$ cat src/rtl/hmm_seq_gen.sv
// Markov-chain sequence generator.
// Walks a left-to-right hidden chain driven by a Galois LFSR and writes the
// true state (path RAM) and a noisy observation (obs RAM) per step. Both
// RAMs are read back through a registered, one-cycle-latency port.
//
//  state | meaning
//  ------+-------------------------------------------------------------
//  IDLE  | waiting for start; parameters sampled on the accepting edge
//  GEN   | one step per cycle, writing address step_q to both RAMs
//  FIN   | one cycle with done high, then back to IDLE
module hmm_seq_gen #(
  parameter int          T_LEN    = 32,
  parameter int          STATE_W  = 4,
  parameter logic [15:0] POLY     = 16'hB400,
  parameter logic [15:0] SEED_DEF = 16'hACE1,
  parameter int          ADDR_W   = $clog2(T_LEN)
) (
  input  logic               clk,
  input  logic               rst_n,
  input  logic               start,
  input  logic [15:0]        seed,
  input  logic [STATE_W-1:0] init_state,
  input  logic [4:0]         p_move,
  input  logic [4:0]         p_err,
  output logic               busy,
  output logic               done,
  input  logic [ADDR_W-1:0]  rd_addr,
  output logic [7:0]         obs_dout,
  output logic [7:0]         path_dout
);

  typedef enum logic [1:0] {S_IDLE, S_GEN, S_FIN} state_e;

  localparam logic [ADDR_W-1:0] LAST_STEP = ADDR_W'(T_LEN - 1);

  state_e             state_q;
  logic [ADDR_W-1:0]  step_q;
  logic [15:0]        lfsr_q, lfsr_d;
  logic [STATE_W-1:0] init_q, prev_q;
  logic [STATE_W-1:0] s_d, o_d;
  logic [4:0]         p_move_q, p_err_q;
  logic               move, corrupt;
  logic               busy_q, done_q;

  logic [STATE_W-1:0] obs_mem  [T_LEN];
  logic [STATE_W-1:0] path_mem [T_LEN];

  // Current step's state, observation and the next LFSR value.
  // The corruption mask has bit 0 forced so a corrupted obs always differs.
  always_comb begin
    move    = {1'b0, lfsr_q[3:0]} < p_move_q;
    corrupt = {1'b0, lfsr_q[7:4]} < p_err_q;
    s_d     = (step_q == '0) ? init_q : prev_q + STATE_W'(move);
    o_d     = corrupt ? (s_d ^ (lfsr_q[8 +: STATE_W] | STATE_W'(1))) : s_d;
    lfsr_d  = lfsr_q[0] ? ((lfsr_q >> 1) ^ POLY) : (lfsr_q >> 1);
  end

  // Sequencing FSM with registered busy/done; reset aborts any run silently.
  always_ff @(posedge clk or negedge rst_n) begin
    if (!rst_n) begin
      state_q  <= S_IDLE;
      step_q   <= '0;
      lfsr_q   <= SEED_DEF;
      init_q   <= '0;
      prev_q   <= '0;
      p_move_q <= '0;
      p_err_q  <= '0;
      busy_q   <= 1'b0;
      done_q   <= 1'b0;
    end else begin
      case (state_q)
        S_IDLE: begin
          done_q <= 1'b0;
          if (start) begin
            lfsr_q   <= (seed == 16'h0000) ? SEED_DEF : seed;
            init_q   <= init_state;
            p_move_q <= p_move;
            p_err_q  <= p_err;
            step_q   <= '0;
            busy_q   <= 1'b1;
            state_q  <= S_GEN;
          end
        end
        S_GEN: begin
          prev_q <= s_d;
          lfsr_q <= lfsr_d;
          if (step_q == LAST_STEP) begin
            step_q  <= '0;
            busy_q  <= 1'b0;
            done_q  <= 1'b1;
            state_q <= S_FIN;
          end else begin
            step_q <= step_q + 1'b1;
          end
        end
        S_FIN: begin
          done_q  <= 1'b0;
          state_q <= S_IDLE;
        end
        default: state_q <= S_IDLE;
      endcase
    end
  end

  // RAM writes; contents deliberately survive reset.
  always_ff @(posedge clk) begin
    if (state_q == S_GEN) begin
      obs_mem[step_q]  <= o_d;
      path_mem[step_q] <= s_d;
    end
  end

  // Registered readback; a same-cycle write to rd_addr is not forwarded.
  always_ff @(posedge clk or negedge rst_n) begin
    if (!rst_n) begin
      obs_dout  <= '0;
      path_dout <= '0;
    end else begin
      obs_dout  <= {{(8-STATE_W){1'b0}}, obs_mem[rd_addr]};
      path_dout <= {{(8-STATE_W){1'b0}}, path_mem[rd_addr]};
    end
  end

  assign busy = busy_q;
  assign done = done_q;

endmodule

$ cat config.mk
export PLATFORM = sky130hd
export DESIGN_NAME = hmm_seq_gen
export DESIGN_NICKNAME = d
export VERILOG_FILES = /design/src/rtl/hmm_seq_gen.sv
export SDC_FILE = /design/constraint.sdc
export NUM_CORES = 1
export LEC_CHECK = 0
export ABC_AREA = 1
export BUFFER_PORTS_ARGS = -buffer_cell sky130_fd_sc_hd__buf_2
export CAP_MARGIN = 20
export CORE_UTILIZATION = 35
export DETAILED_ROUTE_END_ITERATION = 8
export HOLD_SLACK_MARGIN = 0.03
export SLEW_MARGIN = 20
export SYNTH_ARGS = -nofsm -noshare
export SYNTH_HDL_FRONTEND = slang
export SYNTH_SLANG_ARGS = --single-unit
export TNS_END_PERCENT = 100
$ cat constraint.sdc
create_clock -name clk -period 3.9 [get_ports clk]
set_input_delay 0.39 -clock clk [delete_from_list [all_inputs] [get_ports clk]]
set_output_delay 0.39 -clock clk [all_outputs]
set_load 0.05 [all_outputs]
==> results of run 1 <==
metrics by stage:
stage | std cells | hold WS [ns] | setup WS (ns)
6_report | 1738 | 0.0268 | 0.628
5_1_grt | 1737 | 0.0893 | 0.315
4_1_cts | 1736 | 0.0371 | 0.769
3_5_place_dp | 1673 | 0.463 | 0.797
3_3_place_gp | 1673 | 0.456 | 0.865
2_1_floorplan | 1211 | 0.0944 | 0.693
kinds of logic (layout without fill, tap and decap cells):
family / after synthesis / count (layout) / share of synthesized area
xor+xnor: 8 / 8 / 0.00536
buf+inv: 116 / 174 / 0.0454
compound gates: 47 / 47 / 0.0218
simple gates: 712 / 712 / 0.228
flops: 307 / 307 / 0.686
other cells: 1 / 9 / 0.000287
fa+ha+maj: 13 / 13 / 0.0124
flip-flops by register name, summed over array words and instances (netlist names):
register / flops
obs_mem: 128
path_mem: 128
lfsr_q: 16
p_err_q: 5
p_move_q: 5
step_q: 5
init_q: 4
obs_dout: 4
path_dout: 4
prev_q: 4
state_q: 2
busy: 1
done: 1
worst reg2reg max path, delay by kind of cell, from the launching register on:
family | cells | cell delay [ns]
DFF | 1 | 0.41
and+or+nand+nor | 1 | 0.09
buffers and inverters | 1 | 0.84
AOI/OAI and AO/OA | 5 | 0.72
xor gates and xnor gates | 1 | 0.14
adders and majority gates | 2 | 0.49
area by class of cell:
class,instances,area [sq um]
antenna,1,2.50
clock buffer,42,945
clock inverter,21,205
fill,3491,21900
inverter,46,179
multi-input combinational,788,3550
sequential,307,8970
tap,468,586
timing repair buffer,65,385
power by group through the flow:
stage / sequential [mW] / combinational (mW) / clock [mW]
6_report: 5.99 / 3.43 / 3.27
5_1_grt: 6.05 / 3.84 / 3.44
4_1_cts: 5.99 / 3.46 / 3.32
3_5_place_dp: 6.05 / 3.44 / 0
3_3_place_gp: 6.03 / 3.33 / 0
2_1_floorplan: 6.04 / 2.02 / 0
cells in the final DEF (no fill, tap or decap), drive strengths merged:
cell type | Yosys | layout
nand2 | 439 | 439
ha | 13 | 13
a22oi | 1 | 1
a21oi | 2 | 2
clkbuf | 9 | 42
nor2 | 57 | 57
inv | 46 | 45
or2 | 1 | 1
o221ai | 2 | 2
dfstp | 8 | 8
xnor2 | 5 | 5
clkinvlp | 0 | 1
buf | 61 | 65
nor3 | 6 | 6
o21ai | 27 | 27
xor2 | 3 | 3
bufinv | 0 | 4
diode | 0 | 1
conb | 1 | 8
o21bai | 2 | 2
o22ai | 9 | 9
o211ai | 1 | 1
nand4 | 2 | 2
a21boi | 2 | 2
a31oi | 1 | 1
nand3 | 207 | 207
dfrtp | 43 | 43
clkinv | 0 | 17
edfxtp | 256 | 256
worst paths after layout:
check,startpoint,to
max reg2reg,lfsr_q[1]$_DFFE_PN0P_,path_mem[9][3]$_DFFE_PP_
min in group clk,p_move[0],p_move_q[0]$_DFFE_PN0P_
min reg2reg,busy$_DFFE_PN0P_,busy$_DFFE_PN0P_
max in group asynchronous,rst_n,obs_dout[0]$_DFF_PN0_
max,lfsr_q[1]$_DFFE_PN0P_,path_mem[9][3]$_DFFE_PP_
min,rst_n,lfsr_q[4]$_DFFE_PN0P_
layer usage:
| layer | vias to the layer above | GRT usage | wire length, um |
|---|---|---|---|
| li1 | 4168 | - | - |
| met3 | 51 | 0.0259 | 1590 |
| met4 | 0 | 0.0525 | 739 |
| met2 | 236 | 0.258 | 14200 |
| met1 | 4192 | 0.218 | 13700 |
| met5 | - | 0 | 0 |
==> results_dict.tcl, run 1 <==
set metrics [dict create \
    crit_slowest_cell "clkinv_1" \
    criticalPathCategory "flop to flop" \
    p_per_area_mw_per_mm2 856 \
    gp_congestion 0.761 \
    post-route-util 0.404 \
    clk_latency_ns 0.51 \
    synthDistinctLibCells 36 \
    die_h_um 195 \
    drive_gt1_frac 0.111 \
    grt_pass1_wl_um 47100 \
    ant_nets 0 \
    cts_buffers 35 \
    synth-seq-area-share 0.686 \
    power_mw 12.7 \
    peakVddDrop_mv 0.664 \
    synth-edff-count 256 \
    min_period_over_period 0.839 \
    first_pass_iters 4 \
    routedWlPerCell_um 17.4 \
    postCtsSetupBuffers 0 \
    p_sw_mw 4.21 \
    antenna_found_initial 0 \
    hold_buffers 0 \
    critPathMaxStageDelay_ns 0.84 \
    fin_area_sq_mm 0.0148 \
    dpl.hpwl_um 17600 \
    num_vias 8647 \
    port_buffers 47 \
    power_frac_seq 0.472 \
    remaining_drc_errors 0 \
    grt_max_degree 95 \
    crit_buf_inv 1 \
    synth-seq-cells 307 \
    max_cap_violations 0 \
    tightest_slew_ns 1.02 \
    holdCritPathClass "primary input to asynchronous set/reset pin" \
    yosysMostFrequentCell "nand2_1" \
    cts-root-buf "clkbuf_16" \
    syn-instance-count 1204 \
    power.internal_mw 8.47 \
    rsz0062_at_grt "no" \
    required_ns 3.82 \
    status "completed" \
    grt_overflow 0 \
    core-area_sq_mm 0.0367 \
    clk_pin_slew_worst_paths_ns 0.06 \
    wirelength_um 30300 \
    cts_buffer_depth 3 \
    fin_skew_ns 0.0123 \
    synth_ff_type "edfxtp_1" \
    syn_area_sq_mm 0.0131 \
    setup_viol 0 \
    cts_tree "done" \
    dieArea_sq_mm 0.0381 \
    track_usage 0.159 \
    worst-path-stages 10 \
    rrSetupSlack_ns 0.63 \
    via_per_inst 4.98 \
    clkPwrFrac 0.258 \
    cp_max_fo 32 \
    synth_common_cells "nand2_1 (438), edfxtp_1 (256), nand3_1 (206)" \
    ys_async_sr_fraction 0.166 \
    critPathTopFamily "buffers and inverters" \
    endpoint_kind "flop" \
    clock-sinks 307 \
    start_kind "flop" \
    finalMaxSlewViolations 0 \
    avgSynthCellArea_sq_um 10.9 \
    max-slew-margin-rel 0.314 \
    cts-resized-gates 0 \
    drt-initial-drc-count 700 \
    ioPinCount 56 \
    synth_largest_area_cell "edfxtp_1" \
    syn_to_final_growth_pct 13.4 \
    grt_pass1_vias 8265 \
    final.min_clock_period_ns 3.27 \
    crit_arrival_ns 3.19 \
    reg2regPathDepth 10 \
    final_nets 1294 \
    finalSetupTns_ns 0 \
    cp_cell_sequence "ha_1, a21boi_0, o21ai_0, a21boi_0, o21bai_1, ha_1, nand3_1, xnor2_1, a21oi_2, clkinv_1" \
    die_w_um 195 \
    timing.fmax_mhz 306 \
    num_rows 70 \
    leakage_nw 5.80 \
    p_sw_frac 0.332 \
    synth_area_leaders "edfxtp_1 (59%), nand2_1 (13%), dfrtp_1 (8.2%), nand3_1 (7.9%), dfstp_2 (1.6%)" \
    hold_viol 0 \
    post_dp_cell_area_sq_mm 0.0137 \
    start_util 0.356 \
    pwr-share-comb 0.270 \
    synth_warnings 0 \
    synth_top_area_frac 0.588 \
    htreeDepth 2 \
]
Power figures use the tool's default switching activity.
==> inputs of run 2 (changes only) <==
==> constraint.sdc (replaced) <==
create_clock -name clk -period 2.8 [get_ports clk]
set_input_delay 0.28 -clock clk [delete_from_list [all_inputs] [get_ports clk]]
set_output_delay 0.28 -clock clk [all_outputs]
set_load 0.05 [all_outputs]
==> run 2 against run 1 <==
Net effect:
- final cell count is 2.9% higher
- clock power is 18% higher
- critical path depth is 4 higher
- via count is 0.94% higher
- worst setup slack worse by 0.49 ns
- total power is 37% higher
- non-clock buffer count is 56 higher
- design area is 2.6% higher
- utilization is 1.0 points higher
- combinational power is 55% higher
- clock skew is 0.0043 ns higher
- fmax is 23% higher
==> results_dict.tcl, run 2 (synthesized netlist as in run 1, its figures left out) <==
set metrics [dict create \
    routedWlPerCell_um 16.8 \
    fillers 3434 \
    clock-sinks 307 \
    cts_buffer_depth 3 \
    rsz0062_at_grt "yes" \
    fin_cells 1788 \
    core-area_sq_mm 0.0367 \
    antenna_found_initial 0 \
    crit_top_cell "ha_1" \
    timing.fmax_mhz 375 \
    num_rows 70 \
    crit_slowest_cell "dfrtp_1" \
    grt_max_degree 93 \
    ioPinCount 56 \
    max_cap_violations 0 \
    die_h_um 195 \
    htreeDepth 1 \
    postCtsSetupBuffers 0 \
    grt_overflow 0 \
    first_pass_iters 5 \
    num_vias 8728 \
    grt_pass1_wl_um 46900 \
    final_cell_mix "nand2_1 (438), edfxtp_1 (256), nand3_1 (206)" \
    leakage_nw 5.98 \
    final_common_cell "nand2_1" \
    endpoint_kind "flop" \
    top_regs "obs_mem (128), path_mem (128), lfsr_q (16)" \
    hold_viol 0 \
    dpl_worst_slack_ns 0.111 \
    cp_max_fo 32 \
    multiInputGateArea_sq_mm 0.00355 \
    holdCritPathClass "primary input to flop" \
    rrSetupSlack_ns 0.14 \
    remaining_drc_errors 0 \
    track_usage 0.158 \
    p_per_area_mw_per_mm2 1150 \
    tightest_slew_ns 0.925 \
    setup_ws_ns 0.136 \
    crit_arrival_ns 2.96 \
    drive_gt1_frac 0.124 \
    cts_buffers 31 \
    cp_cell_sequence "ha_1, a21boi_1, o21ai_1, a21boi_1, o21bai_1, ha_1, ha_1, inv_1, nand2_1, o21ai_2, o21ai_0, nand2_1, clkinvlp_4, buf_12" \
    dieArea_sq_mm 0.0381 \
    syn_to_final_growth_pct 16.3 \
    wirelength_um 30000 \
    peakVddDrop_mv 0.973 \
    ant_nets 0 \
    via_per_inst 4.88 \
    final.min_clock_period_ns 2.66 \
    dpl.hpwl_um 17800 \
    port_buffers 47 \
    dp_cells 1701 \
    setup_viol 0 \
    grt_pass1_vias 8438 \
    status "completed" \
    start_util 0.356 \
    ff_latch_area_sq_mm 0.00897 \
    fin_skew_ns 0.0165 \
    start_kind "flop" \
    required_ns 3.10 \
    critPathMaxStageDelay_ns 0.40 \
    antenna_cells 0 \
    final_nets 1346 \
    gp_congestion 0.837 \
    finalMaxSlewViolations 0 \
    drt-initial-drc-count 689 \
    criticalPathCategory "flop to flop" \
    min_period_over_period 0.951 \
    max-slew-margin-rel 0.383 \
    cts-root-buf "clkbuf_16" \
    cts_tree "done" \
    die_w_um 195 \
    clk_pin_slew_worst_paths_ns 0.06 \
    clk_latency_ns 0.57 \
]
## run 2: final timing paths
check,from,cells past startpoint,to
setup / recovery,lfsr_q[1]$_DFFE_PN0P_,14,obs_mem[12][1]$_DFFE_PP_
hold / removal,seed[3],3,lfsr_q[3]$_DFFE_PN0P_
setup reg to reg,lfsr_q[1]$_DFFE_PN0P_,14,obs_mem[12][1]$_DFFE_PP_
hold reg to reg,busy$_DFFE_PN0P_,2,busy$_DFFE_PN0P_
max in group asynchronous,rst_n,3,path_dout[0]$_DFF_PN0_
min in group asynchronous,rst_n,2,p_move_q[0]$_DFFE_PN0P_
## run 2: timing repair
item | CTS | global route
hold buffers | 29 | 0
endpoints found under the hold margin | 62 | 0
endpoints found under the setup margin | 0 | 96
gates resized for setup | 0 | 3
## run 2: power breakdown
part           total, mW  internal [mW]  switching [mW]
sequential          8.28           7.93           0.343
clock               3.86           2.17            1.69
combinational       5.30           1.44            3.86
## run 2: per-stage QoR
| stage | power, mW | utilization | hold WS (ns) | TNS [ns] | instance area (sq um) |
|---|---|---|---|---|---|
| floorplan | 11.3 | - | -0.0156 | 0 | 13100 |
| global placement | 13.5 | 0.381 | 0.455 | 0 | 14000 |
| detailed placement | 13.7 | 0.381 | 0.470 | 0 | 14000 |
| CTS | 17.5 | 0.414 | 0.0425 | 0 | 15200 |
| global route | 18.3 | 0.414 | 0.0865 | -0.986 | 15200 |
| finish | 17.4 | 0.414 | 0.0643 | 0 | 15200 |
## run 2: routing by layer
metal / global-route usage / up-vias / routed length (um)
met3: 0.0242 / 41 / 1590
met2: 0.259 / 247 / 14000
met4: 0.0388 / 0 / 656
met1: 0.219 / 4177 / 13700
met5: 0 / - / 0
li1: - / 4263 / -
## run 2: cell type report
cell class / count / share of cell area
multi-input cells: 788 / 0.233
clock buffers: 39 / 0.0543
flip-flops and latches: 307 / 0.590
inverters: 46 / 0.0128
well taps: 468 / 0.0385
clock inverters: 19 / 0.00823
repair buffers: 121 / 0.0627
## run 2: worst max-delay path, delay by kind of cell, from the launching register on
family / cells / cell delay [ns]
AO/OA/AOI/OAI: 6 / 0.77
adder cells (fa/ha/maj): 3 / 0.72
buffers and inverters: 3 / 0.32
flip-flops: 1 / 0.40
AND/OR/NAND/NOR: 2 / 0.17
